File: src/rtl/planificador_compuertas.sv
// Round-robin scheduler sharing one 1-bit seven-gate logic bank between N_REQ
// requesters; each accepted word is evaluated LSB first, one bit per cycle.
module planificador_compuertas #(
    parameter int N_REQ = 4,
    parameter int WIDTH = 8,
    parameter int ID_W  = $clog2(N_REQ)
) (
    input  logic                   clk,
    input  logic                   rst_n,
    input  logic [N_REQ-1:0]       req_valid,
    output logic [N_REQ-1:0]       req_ready,
    input  logic [3*N_REQ-1:0]     req_op,
    input  logic [WIDTH*N_REQ-1:0] req_a,
    input  logic [WIDTH*N_REQ-1:0] req_b,
    output logic                   rsp_valid,
    input  logic                   rsp_ready,
    output logic [WIDTH-1:0]       rsp_data,
    output logic [ID_W-1:0]        rsp_id,
    output logic                   rsp_err,
    output logic                   busy
);

    localparam int CNT_W = $clog2(WIDTH);

    typedef enum logic [1:0] {IDLE, EVAL, RESP} state_e;
    typedef enum logic [2:0] {
        OP_AND, OP_NAND, OP_OR, OP_NOR, OP_NOT, OP_XOR, OP_XNOR, OP_ILL
    } op_e;

    state_e            state_q, state_d;
    logic [ID_W-1:0]   rr_ptr_q;
    logic [ID_W-1:0]   winner;
    logic [ID_W-1:0]   idx;
    logic              any_valid;
    logic              accept;
    logic [2:0]        winner_op;

    logic [2:0]        op_q;
    logic [WIDTH-1:0]  a_q, b_q, res_q, res_next;
    logic [CNT_W-1:0]  bit_cnt_q;
    logic [ID_W-1:0]   id_q;
    logic              err_q;
    logic              gate_bit;
    logic              last_bit;

    logic [WIDTH-1:0]  rsp_data_q;
    logic [ID_W-1:0]   rsp_id_q;
    logic              rsp_err_q;

    // The shared 1-bit gate bank; the illegal opcode yields 0.
    function automatic logic gate(input logic [2:0] op, input logic a, input logic b);
        unique case (op_e'(op))
            OP_AND:  gate = a & b;
            OP_NAND: gate = ~(a & b);
            OP_OR:   gate = a | b;
            OP_NOR:  gate = ~(a | b);
            OP_NOT:  gate = ~a;
            OP_XOR:  gate = a ^ b;
            OP_XNOR: gate = ~(a ^ b);
            default: gate = 1'b0;
        endcase
    endfunction

    // First valid requester at or after the pointer, wrapping modulo N_REQ.
    always_comb begin
        // NOTE: every combinational output gets a default first so no latch is inferred.
        winner    = '0;
        any_valid = 1'b0;
        idx       = '0;
        for (int j = 0; j < N_REQ; j++) begin
            idx = ID_W'((int'(rr_ptr_q) + j) % N_REQ);
            if (!any_valid && req_valid[idx]) begin
                any_valid = 1'b1;
                winner    = idx;
            end
        end
    end

    assign winner_op = req_op[3*int'(winner) +: 3];
    assign gate_bit  = gate(op_q, a_q[bit_cnt_q], b_q[bit_cnt_q]);
    assign last_bit  = (bit_cnt_q == CNT_W'(WIDTH - 1));

    always_comb begin
        res_next            = res_q;
        res_next[bit_cnt_q] = gate_bit;
    end

    always_comb begin
        state_d   = state_q;
        req_ready = '0;
        accept    = 1'b0;
        unique case (state_q)
            IDLE: if (any_valid) begin
                req_ready[winner] = 1'b1;
                accept            = 1'b1;
                state_d           = EVAL;
            end
            EVAL: if (last_bit) state_d = RESP;
            RESP: if (rsp_ready) state_d = IDLE;
            default: state_d = IDLE;
        endcase
    end

    always_ff @(posedge clk or negedge rst_n) begin
        // NOTE: state registers use non-blocking assignments so all flops update together.
        if (!rst_n) state_q <= IDLE;
        else        state_q <= state_d;
    end

    always_ff @(posedge clk or negedge rst_n) begin
        if (!rst_n) begin
            rr_ptr_q   <= '0;
            op_q       <= '0;
            a_q        <= '0;
            b_q        <= '0;
            res_q      <= '0;
            bit_cnt_q  <= '0;
            id_q       <= '0;
            err_q      <= 1'b0;
            rsp_data_q <= '0;
            rsp_id_q   <= '0;
            rsp_err_q  <= 1'b0;
        end else begin
            if (accept) begin
                op_q      <= winner_op;
                a_q       <= req_a[WIDTH*int'(winner) +: WIDTH];
                b_q       <= req_b[WIDTH*int'(winner) +: WIDTH];
                id_q      <= winner;
                err_q     <= (winner_op == 3'(OP_ILL));
                res_q     <= '0;
                bit_cnt_q <= '0;
                rr_ptr_q  <= (winner == ID_W'(N_REQ - 1)) ? '0 : winner + 1'b1;
            end
            if (state_q == EVAL) begin
                res_q     <= res_next;
                bit_cnt_q <= bit_cnt_q + 1'b1;
                // Response registers are separate so they survive the next accept.
                if (last_bit) begin
                    rsp_data_q <= res_next;
                    rsp_id_q   <= id_q;
                    rsp_err_q  <= err_q;
                end
            end
        end
    end

    assign rsp_valid = (state_q == RESP);
    assign busy      = (state_q != IDLE);
    assign rsp_data  = rsp_data_q;
    assign rsp_id    = rsp_id_q;
    assign rsp_err   = rsp_err_q;

endmodule

File: config.mk
export PLATFORM = sky130hd
export DESIGN_NAME = planificador_compuertas
export DESIGN_NICKNAME = d
export VERILOG_FILES = /design/src/rtl/planificador_compuertas.sv
export SDC_FILE = /design/constraint.sdc
export NUM_CORES = 1
export LEC_CHECK = 0
export BUFFER_PORTS_ARGS = -buffer_cell sky130_fd_sc_hd__buf_2
export CORE_UTILIZATION = 30
export CTS_BUF_LIST = sky130_fd_sc_hd__clkbuf_8 sky130_fd_sc_hd__clkbuf_16
export DETAILED_ROUTE_END_ITERATION = 6
export GPL_TIMING_DRIVEN = 1
export SLEW_MARGIN = 40
export SYNTH_ARGS = -nofsm -noshare
export SYNTH_HDL_FRONTEND = slang
export SYNTH_SLANG_ARGS = --single-unit
File: constraint.sdc
create_clock -name clk -period 3.81 [get_ports clk]
set_clock_uncertainty 0.1 [all_clocks]
set_input_delay 0.762 -clock clk [delete_from_list [all_inputs] [get_ports clk]]
set_output_delay 0.762 -clock clk [all_outputs]
set_load 0.02 [all_outputs]
==> run metrics, run 1 <==
Initial DRT Pass Iterations 4; EDFF count, synth 0; FF-to-FF setup slack 0.58 ns; sequential share of the synthesized area 38.5%; commonest cells after routing, fill and taps aside 98 x buf_2, 50 x nand2_1, 48 x dfrtp_1; fin util 38.3%; filler instances 1015; NumNets Final slightly above 500; number of remaining DRC errors 0; Synth cell types 45; Net Sw Frac 44.2%; CTS tree yes; maximum root-to-sink buffer count 2; Vias 2602; root buf cell clkbuf_8; Yosys reg bits 48; wirelength, routed 6990 um; net count after synthesis 415; Die W 104 um; DPL Wire Length 5280 um; largest net degree at the start of global routing between 40 and 50; Routed Antenna Nets 0; critical path fanouts, max 20; Critical Path RT just under 4 ns; number of vias per cell 4.77; worst skew pair latency 0.30 ns; setup bufs post-CTS 0; vias in the first global route 2556; total gr overflow 0; # resized after CTS 0; RSZ-0062 raised after global routing false; Initial Util approximately a third; max_cap viols 0; Synth Flop Type dfrtp_1; initial antenna violation count 0; Slew Limit Headroom 58.0%; Mean Syn Cell Area 9.64 sq um; ANT cells 0; max-slew violations 0; Mapped Area 0.00312 sq mm; Hold Fails Final Rpt 0; final period utilization 84.8%; Pleak around 1.9 nW; Final Setup Violations 0; CP Capture Type register; Hold WC Path Type primary input to async pin; synth top area cells dfrtp_1 38%, mux2i_1 14%, mux2_2 7.6%; Die ar. 0.0108 sq mm; Worst EP arrival 3.34 ns; H-Tree Depth 2; startpoint class of the critical path register; crit path time final about 3.2 ns; most common cell after layout, fill and taps aside buf_2; Setup TNS 0 ns; Crit Path Class register to register; Internal Pwr Total 1.55 mW; cell count after synthesis between 300 and 400; core outline area 0.00991 sq mm; leading area contributor after synthesis dfrtp_1; Net Sw Power 1.23 mW; Clock transition at path regs 0.09 ns; run status finished clean; VDD IR-drop max between 0.3 and 0.4 mV; row cnt 36; Comb power frac between 50% and 60%; Tot GR Track Use 13.4%; total CTS buffers 5; GPL Wtd Cong 0.823; port bufs 99; clock network fraction of total power 11.2%; async set-reset flop share out of synthesis 100%; iteration-0 DRC count of the detailed router 96; fmax 309 MHz; global-route wire length before repair 12000 um; Ports 100; Syn-to-layout area delta 21.6%; clock sink count 48; Hold Buf Count CTS 0; YS warnings 0; layout cells sized above 1 34.1%; PD cells 733 mW/mm^2; Synth top area share between 30% and 40%; Reg power frac 32.5%; DIE HEIGHT 104 um; Tightest Pin Transition approximately 0.63 ns; DR WL/cell 12.8 um
[worst paths after layout]
path	startpoint	endpoint	cells past startpoint
setup / recovery	bit_cnt_q[0]$_DFFE_PN0P_	res_q[5]$_DFFE_PN0P_	12
hold / removal	rst_n	rsp_id[0]$_DFFE_PN0P_	1
setup reg to reg	bit_cnt_q[0]$_DFFE_PN0P_	res_q[5]$_DFFE_PN0P_	12
hold reg to reg	rsp_data[6]$_DFFE_PN0P_	rsp_data[6]$_DFFE_PN0P_	2
max in group asynchronous	rst_n	a_q[3]$_DFFE_PN0P_	1
min in group clk	rsp_data[6]$_DFFE_PN0P_	rsp_data[6]$_DFFE_PN0P_	2
[critical path, stage by stage (launching register included)]
cell,delay (ns)
dfrtp_1,0.72
inv_1,0.18
nor3b_1,0.54
nand2_1,0.11
o2111a_1,0.17
inv_1,0.06
ha_1,0.12
nor2b_1,0.15
nor3_1,0.06
o31ai_1,0.26
and2_1,0.33
nand2_4,0.10
o32ai_2,0.24
[synth_stat cells (3+ instances only)]
master / instances
ha_1: 8
nand2_1: 50
o21ai_0: 12
and3_1: 4
buf_2: 10
mux2i_1: 44
and2_1: 3
o21ai_1: 26
nand3b_1: 3
inv_1: 11
nor2_1: 7
dfrtp_1: 48
clkbuf_1: 8
buf_6: 3
a32o_1: 6
mux2_2: 21
a21oi_1: 9
o31a_1: 3
nor2b_1: 10
nand2b_1: 4
a31oi_1: 5
[routing by layer]
metal	vias up	wire [um]	GRT usage, %
met5	-	0	0
met4	0	80	3.06
met3	7	393	2.88
met2	86	3270	22.3
met1	1182	3240	17.8
li1	1327	-	-
[registers in the layout, summed over array words and instances, names as in the netlist]
signal / flops
state_q: 2
rsp_data: 8
bit_cnt_q: 3
rsp_err: 1
rsp_id: 2
res_q: 8
rr_ptr_q: 2
b_q: 8
id_q: 2
a_q: 8
op_q: 3
err_q: 1
[power by group through the flow]
stage / sequential (mW) / clock (mW) / combinational, mW
2_1_floorplan: 0.890 / 0 / 1.27
3_3_place_gp: 0.914 / 0 / 1.55
3_5_place_dp: 0.922 / 0 / 1.58
4_1_cts: 0.909 / 0.319 / 1.59
5_1_grt: 0.948 / 0.335 / 1.78
6_report: 0.905 / 0.311 / 1.57
[metrics by stage]
stage | total power, mW | instance area, sq um | hold slack [ns] | worst slack, ns | std cells
2_1_floorplan | 2.16 | 3120 | 0.343 | 0.989 | 324
3_3_place_gp | 2.46 | 3700 | 0.362 | 0.720 | 538
3_5_place_dp | 2.50 | 3710 | 0.372 | 0.597 | 538
4_1_cts | 2.81 | 3800 | 0.391 | 0.587 | 546
5_1_grt | 3.06 | 3800 | 0.419 | 0.209 | 546
6_report | 2.78 | 3800 | 0.372 | 0.578 | 546
[area by class of cell]
type / instances / area (sq um) / share of cell area, %
clock buffer: 6 / 82.6 / 2.18
clock inverter: 2 / 7.51 / 0.198
inverter: 11 / 41.3 / 1.09
multi-input combinational: 243 / 1770 / 46.6
sequential: 48 / 1200 / 31.6
tap: 133 / 166 / 4.38
timing repair buffer: 103 / 528 / 13.9
[cells by family (layout without fill, tap and decap cells)]
kind of cell	Yosys count	in the layout	share of synthesized area [%]
muxes	65	65	21.7
adders and majority gates	8	8	3.21
and+or+nand+nor	92	92	14.4
DFF	48	48	38.5
buffers and inverters	33	122	5.09
AOI/OAI and AO/OA	78	78	17.1
Power figures use the tool's default switching activity.
==> inputs of run 2 (changes only) <==
Settings changed: ABC_AREA set to 1.
Clock period 3.81 ns to 2.8 ns, I/O delays scaled along.
==> run metrics, run 2 <==
vias in the first global route 3372 (+32%); FF-to-FF setup slack 0.18 ns (-0.40 ns); Mean Syn Cell Area 6.93 sq um (-28%); Synth Flop Type dfrtp_1; async set-reset flop share out of synthesis 100% (unchanged); DIE HEIGHT 106 um (+1.6%); Initial DRT Pass Iterations 4 (unchanged); Critical Path Source rr_ptr_q[0]$_DFFE_PN0P_; Mapped Area 0.00322 sq mm (+3.3%); Tot GR Track Use 16.2% (+2.7 points); crit path time final 2.79 ns; register area 0.00121 sq mm (+0.42%); Final Setup Violations 0 (unchanged); run status finished clean; Synth cell types 34 (-24%); cell count after synthesis 465 (+44%); H-Tree Depth 2 (unchanged); synth top area cells dfrtp_1 37%, nand2_1 20%, o211ai_1 7.2%; VDD IR-drop max 1.16 mV (+220%); port bufs 99 (unchanged); most common cell after layout, fill and taps aside nand2_1; Hold Fails Final Rpt 0 (unchanged); startpoint class of the critical path register; Synth top area share 37.3% (-1.2 points); DR WL/cell 12.0 um (-6.1%); initial antenna violation count 0 (unchanged); critical path fanouts, max 5 (-75%); commonest cells after routing, fill and taps aside 166 x nand2_1, 96 x buf_2, 44 x dfrtp_1; Clock transition at path regs 0.09 ns (about the same); Crit path largest cell delay 0.46 ns (-0.26 ns); Hold WC Path Type primary input to register; RSZ-0062 raised after global routing true; area post-placement 0.00399 sq mm (+7.6%); filler instances 1114 (+9.8%); maximum root-to-sink buffer count 2 (unchanged); multi-input logic area 0.00184 sq mm (+3.7%); NumNets Final 683 (+36%); final period utilization 99.7%; layout cells sized above 1 34.2% (+0.092 points); Vias 3400 (+31%); max_cap viols 0 (unchanged); net count after synthesis 556 (+34%); most common library cells after synthesis 174 x nand2_1, 48 x dfrtp_1, 41 x inv_1; total CTS buffers 5 (unchanged); largest net degree at the start of global routing 29 (-41%); R2R Path Start rr_ptr_q[0]$_DFFE_PN0P_; Pwr Total 5.84 mW (+110%); number of remaining DRC errors 0 (unchanged); Crit Path Class register to primary output; iteration-0 DRC count of the detailed router 123 (+28%); Slew Limit Headroom 47.7% (-10 points); row cnt 37 (+2.8%); Syn-to-layout area delta 33.5%; design area 0.00431 sq mm (+13%); Initial Util 31.1% (-0.41 points); CP Capture Type primary output; Critical Path RT 2.14 ns (-1.78 ns); most used cell, CP nand2_4; crit path cell chain buf_6 -> nand2_4 -> nand2_4 -> nand2_4 -> nand2_2 -> nor2_4 -> nand3_2 -> nand3_2 -> nand2_2 -> buf_6 -> ha_1 -> inv_1 -> nor2_1 -> buf_2; Pleak 2.31 nW (+21%); Critical Path Slowest Stage Cell dfrtp_2; total gr overflow 0 (unchanged); DPL Wire Length 6640 um (+26%); Ports 100 (unchanged); sequential share of the synthesized area 37.3% (-1.2 points); Setup crit end req_ready[1]; YS warnings 0 (unchanged); EDFF count, synth 0 (unchanged); clock sink count 48 (unchanged); most frequent cell after synthesis nand2_1; root buf cell clkbuf_8; max-slew violations 0 (unchanged); Yosys reg bits 48 (unchanged); reg2reg path depth 15 (+3); global-route wire length before repair 15000 um (+24%); Die ar. 0.0112 sq mm (+3.2%); ANT cells 0 (unchanged); CTS tree yes; fmax 358 MHz; wirelength, routed 8750 um (+25%); Die W 106 um (+1.6%); GPL Wtd Cong 0.846 (+2.7%); leading area contributor after synthesis dfrtp_1; RR Endpoint err_q$_DFFE_PN0P_; Worst EP arrival 2.13 ns (-1.21 ns); PD cells 1360 mW/mm^2 (+85%); Routed Antenna Nets 0 (unchanged); number of vias per cell 4.66 (-2.1%); worst skew pair latency 0.30 ns (about the same); core outline area 0.0104 sq mm (+4.6%); Tightest Pin Transition 0.785 ns (+0.156 ns)
run 2: cell types whose count changed after synthesis, moves of 10 or more:
cell,delta
inv_1,+30
mux2_2,-21
mux2i_1,-44
nand2_1,+124
nand3_1,+35
nor2_1,+27
nor2b_1,-10
o211ai_1,+31
o21ai_1,-26
or2_2,+15
run 2: worst max-delay path: cells and delay by family, from the launching register on:
| family | cells | cell delay [ns] |
|---|---|---|
| adders and majority gates | 1 | 0.16 |
| buffers and inverters | 4 | 0.47 |
| DFF | 1 | 0.46 |
| and+or+nand+nor | 9 | 0.72 |
run 2: how the worst min path moves through the flow:
stage	slack, ns	depth (start not counted)	end	startpoint
6_report	0.33	2	state_q[1]$_DFFE_PN0P_	rsp_ready
3_3_place_gp	0.26	1	rsp_err$_DFFE_PN0P_	rst_n
2_1_floorplan	0.16	0	a_q[0]$_DFFE_PN0P_	rst_n
3_5_place_dp	0.25	1	rsp_err$_DFFE_PN0P_	rst_n
4_1_cts	0.32	2	state_q[1]$_DFFE_PN0P_	rsp_ready
5_1_grt	0.33	2	state_q[1]$_DFFE_PN0P_	rsp_ready
run 2: cell type report:
type                       count  area share (%)
timing repair inverter         1           0.174
clock buffer                   6            1.92
multi-input combinational    351            42.6
timing repair buffer         137            18.8
inverter                      48            4.24
clock inverter                 2           0.262
tap                          136            3.95
sequential                    48            28.0
run 2: logic make-up (layout without fill, tap and decap cells):
logic type / after synthesis / count (layout) / synth area share, %
and+or+nand+nor: 282 / 282 / 38.1
AOI/OAI and AO/OA: 61 / 61 / 12.7
buffers and inverters: 66 / 194 / 8.85
adders and majority gates: 8 / 8 / 3.10
DFF: 48 / 48 / 37.3
run 2: where the power goes:
part | switching, mW | leakage (nW) | total, mW | internal (mW)
registers | 0.224 | 0.603 | 1.24 | 1.02
clock network | 0.237 | 0.0486 | 0.435 | 0.198
logic | 2.50 | 1.66 | 4.16 | 1.66
total | 2.96 | 2.31 | 5.84 | 2.88
run 2: stage by stage:
step                std cells  setup slack, ns  TNS (ns)  utilization [%]  hold WS, ns
floorplan                 465            0.162         0                -        0.164
global placement          709            0.132         0             38.5        0.259
detailed placement        709           0.0737         0             38.5        0.252
CTS                       726         0.000633         0             40.6        0.321
global route              729           -0.130    -0.889             41.5        0.333
finish                    729          0.00961         0             41.5        0.332
run 2: per-layer routing:
metal / part of all wire (%) / global-route usage, %
met1: 50 / 22.5
met2: 46 / 26.8
met3: 3.9 / 2.23
met4: 0.82 / 3.17
met5: 0 / 0
run 2: timing repair:
action | 4_1_cts | 5_1_grt
buffers inserted | 7 | 3
resized for setup | 19 | 23
pin swaps | 7 | 5
endpoints found under the hold margin | 1 | 0
hold buffers | 1 | 0
cloned | 1 | 0
endpoints found under the setup margin | 4 | 22
==> inputs of run 3 (changes only) <==
Clock period 2.8 ns to 3.2 ns, I/O delays scaled along.
==> run metrics, run 3 (same netlist as run 2, synthesis figures left out) <==
DIE HEIGHT 106 um (unchanged); row cnt 37 (unchanged); crit path time final 3.04 ns; Tot GR Track Use 15.8% (-0.39 points); startpoint class of the critical path register; root buf cell clkbuf_8; Critical Path Slowest Stage Cell dfrtp_2; NumNets Final 653 (-4.4%); Final Non-Filler Cells 699 (-4.1%); total gr overflow 0 (unchanged); Slew Limit Headroom 59.7% (+12 points); filler instances 1149 (+3.1%); CP Capture Type primary output; crit path cell chain buf_4 -> nand2_1 -> nand2_2 -> nand2_1 -> nand2_1 -> nor2_4 -> nand3_1 -> nand2_2 -> buf_6 -> ha_1 -> inv_1 -> nor2_1 -> buf_2; run status finished clean; Hold Buf Count CTS 0 (-1); wirelength, routed 8440 um (-3.6%); DPL Wire Length 6380 um (-4.0%); Hold Fails Final Rpt 0 (unchanged); total CTS buffers 5 (unchanged); max-slew violations 0 (unchanged); Ports 100 (unchanged); Pwr Total 4.60 mW (-21%); most used cell, CP nand2_1; met1 usage 22.6% (+0.15 points); multi-input logic area 0.00175 sq mm (-4.8%); GPL Wtd Cong 0.920 (+8.8%); met2 Use GR 25.1% (-1.7 points); Syn-to-layout area delta 23.6%; Crit path largest cell delay 0.44 ns (-0.02 ns); DR WL/cell 12.1 um (+0.57%); maximum root-to-sink buffer count 2 (unchanged); Final Setup Violations 0 (unchanged); area post-placement 0.00384 sq mm (-3.7%); vias in the first global route 3126 (-7.3%); Pleak 2.15 nW (-6.9%); initial antenna violation count 0 (unchanged); PD cells 1150 mW/mm^2 (-15%); global-route wire length before repair 14600 um (-2.5%); Die W 106 um (unchanged); Die ar. 0.0112 sq mm (unchanged); VDD IR-drop max 0.631 mV (-45%); critical path fanouts, max 18 (+13); Setup TNS 0 ns (unchanged); core outline area 0.0104 sq mm (unchanged); iteration-0 DRC count of the detailed router 165 (+34%); worst slack at placement 0.206 ns (+0.132 ns); Crit Path Class register to primary output; fin util 38.4% (-3.1 points); commonest cells after routing, fill and taps aside 174 x nand2_1, 99 x buf_2, 46 x dfrtp_1; largest net degree at the start of global routing 49 (+69%); Cells after DPL 689 (-2.8%); final period utilization around 95%; Hold WC Path Type primary input to async pin; Tightest Pin Transition 0.604 ns (-0.181 ns); grt met3 use 2.29% (+0.062 points); fmax 329 MHz; Initial DRT Pass Iterations 4 (unchanged); Clock transition at path regs 0.10 ns (about the same); Critical Path RT 2.46 ns (+0.32 ns); layout cells sized above 1 26.8% (-7.4 points); hold_ws 0.239 ns (-0.0936 ns); Vias 3279 (-3.6%); number of vias per cell 4.69 (+0.58%); Initial Util 31.1% (unchanged); worst skew pair latency 0.30 ns (about the same); GRT busiest layer met2; Routed Antenna Nets 0 (unchanged); design area 0.00399 sq mm (-7.4%); Worst EP arrival 2.30 ns (+0.17 ns); port bufs 99 (unchanged); H-Tree Depth 2 (unchanged); number of remaining DRC errors 0 (unchanged); final worst-path setup slack 0.163 ns (+0.153 ns); ANT cells 0 (unchanged); most common cell after layout, fill and taps aside nand2_1; register area 0.00120 sq mm (-0.21%); max_cap viols 0 (unchanged); CTS tree yes; clock sink count 48 (unchanged)
run 3: worst paths after layout:
kind	from	to	slack, ns	cells past startpoint
max	rr_ptr_q[0]$_DFFE_PN0P_	req_ready[0]	0.16	13
min	rst_n	rsp_data[2]$_DFFE_PN0P_	0.24	1
max reg2reg	bit_cnt_q[1]$_DFFE_PN0P_	rsp_data[4]$_DFFE_PN0P_	0.28	14
min reg2reg	rsp_data[3]$_DFFE_PN0P_	rsp_data[3]$_DFFE_PN0P_	0.38	2
max in group asynchronous	rst_n	rr_ptr_q[0]$_DFFE_PN0P_	2.32	1
min in group clk	rsp_data[3]$_DFFE_PN0P_	rsp_data[3]$_DFFE_PN0P_	0.38	2
run 3: timing repair:
item | 4_1_cts | 5_1_grt
endpoints found under the hold margin | 0 | 0
buffers inserted | 0 | 2
gates resized for setup | 1 | 6
setup endpoints to repair | 3 | 20
pin swaps | 0 | 1
run 3: final cells by class:
class | instances | share of cell area (%)
clock buffers | 5 | 1.73
clock inverters | 3 | 1.16
inverters | 48 | 4.58
multi-input cells | 351 | 43.8
flip-flops and latches | 48 | 30.2
well taps | 136 | 4.27
repair buffers | 108 | 14.2
run 3: worst max-delay path, delay by kind of cell, from the launching register on:
kind,cells,cell delay (ns)
flops,1,0.44
fa+ha+maj,1,0.16
buf+inv,4,0.56
simple gates,8,0.82
run 3: power by group:
part	switching [mW]	internal [mW]
combinational	1.99	1.05
sequential	0.209	0.890
clock	0.215	0.236
run 3: routing by layer:
layer,share of wire [%],vias to the layer above
met4,0.68,0
li1,-,1698
met3,5.2,4
met2,45,93
met1,49,1484
met5,0,-
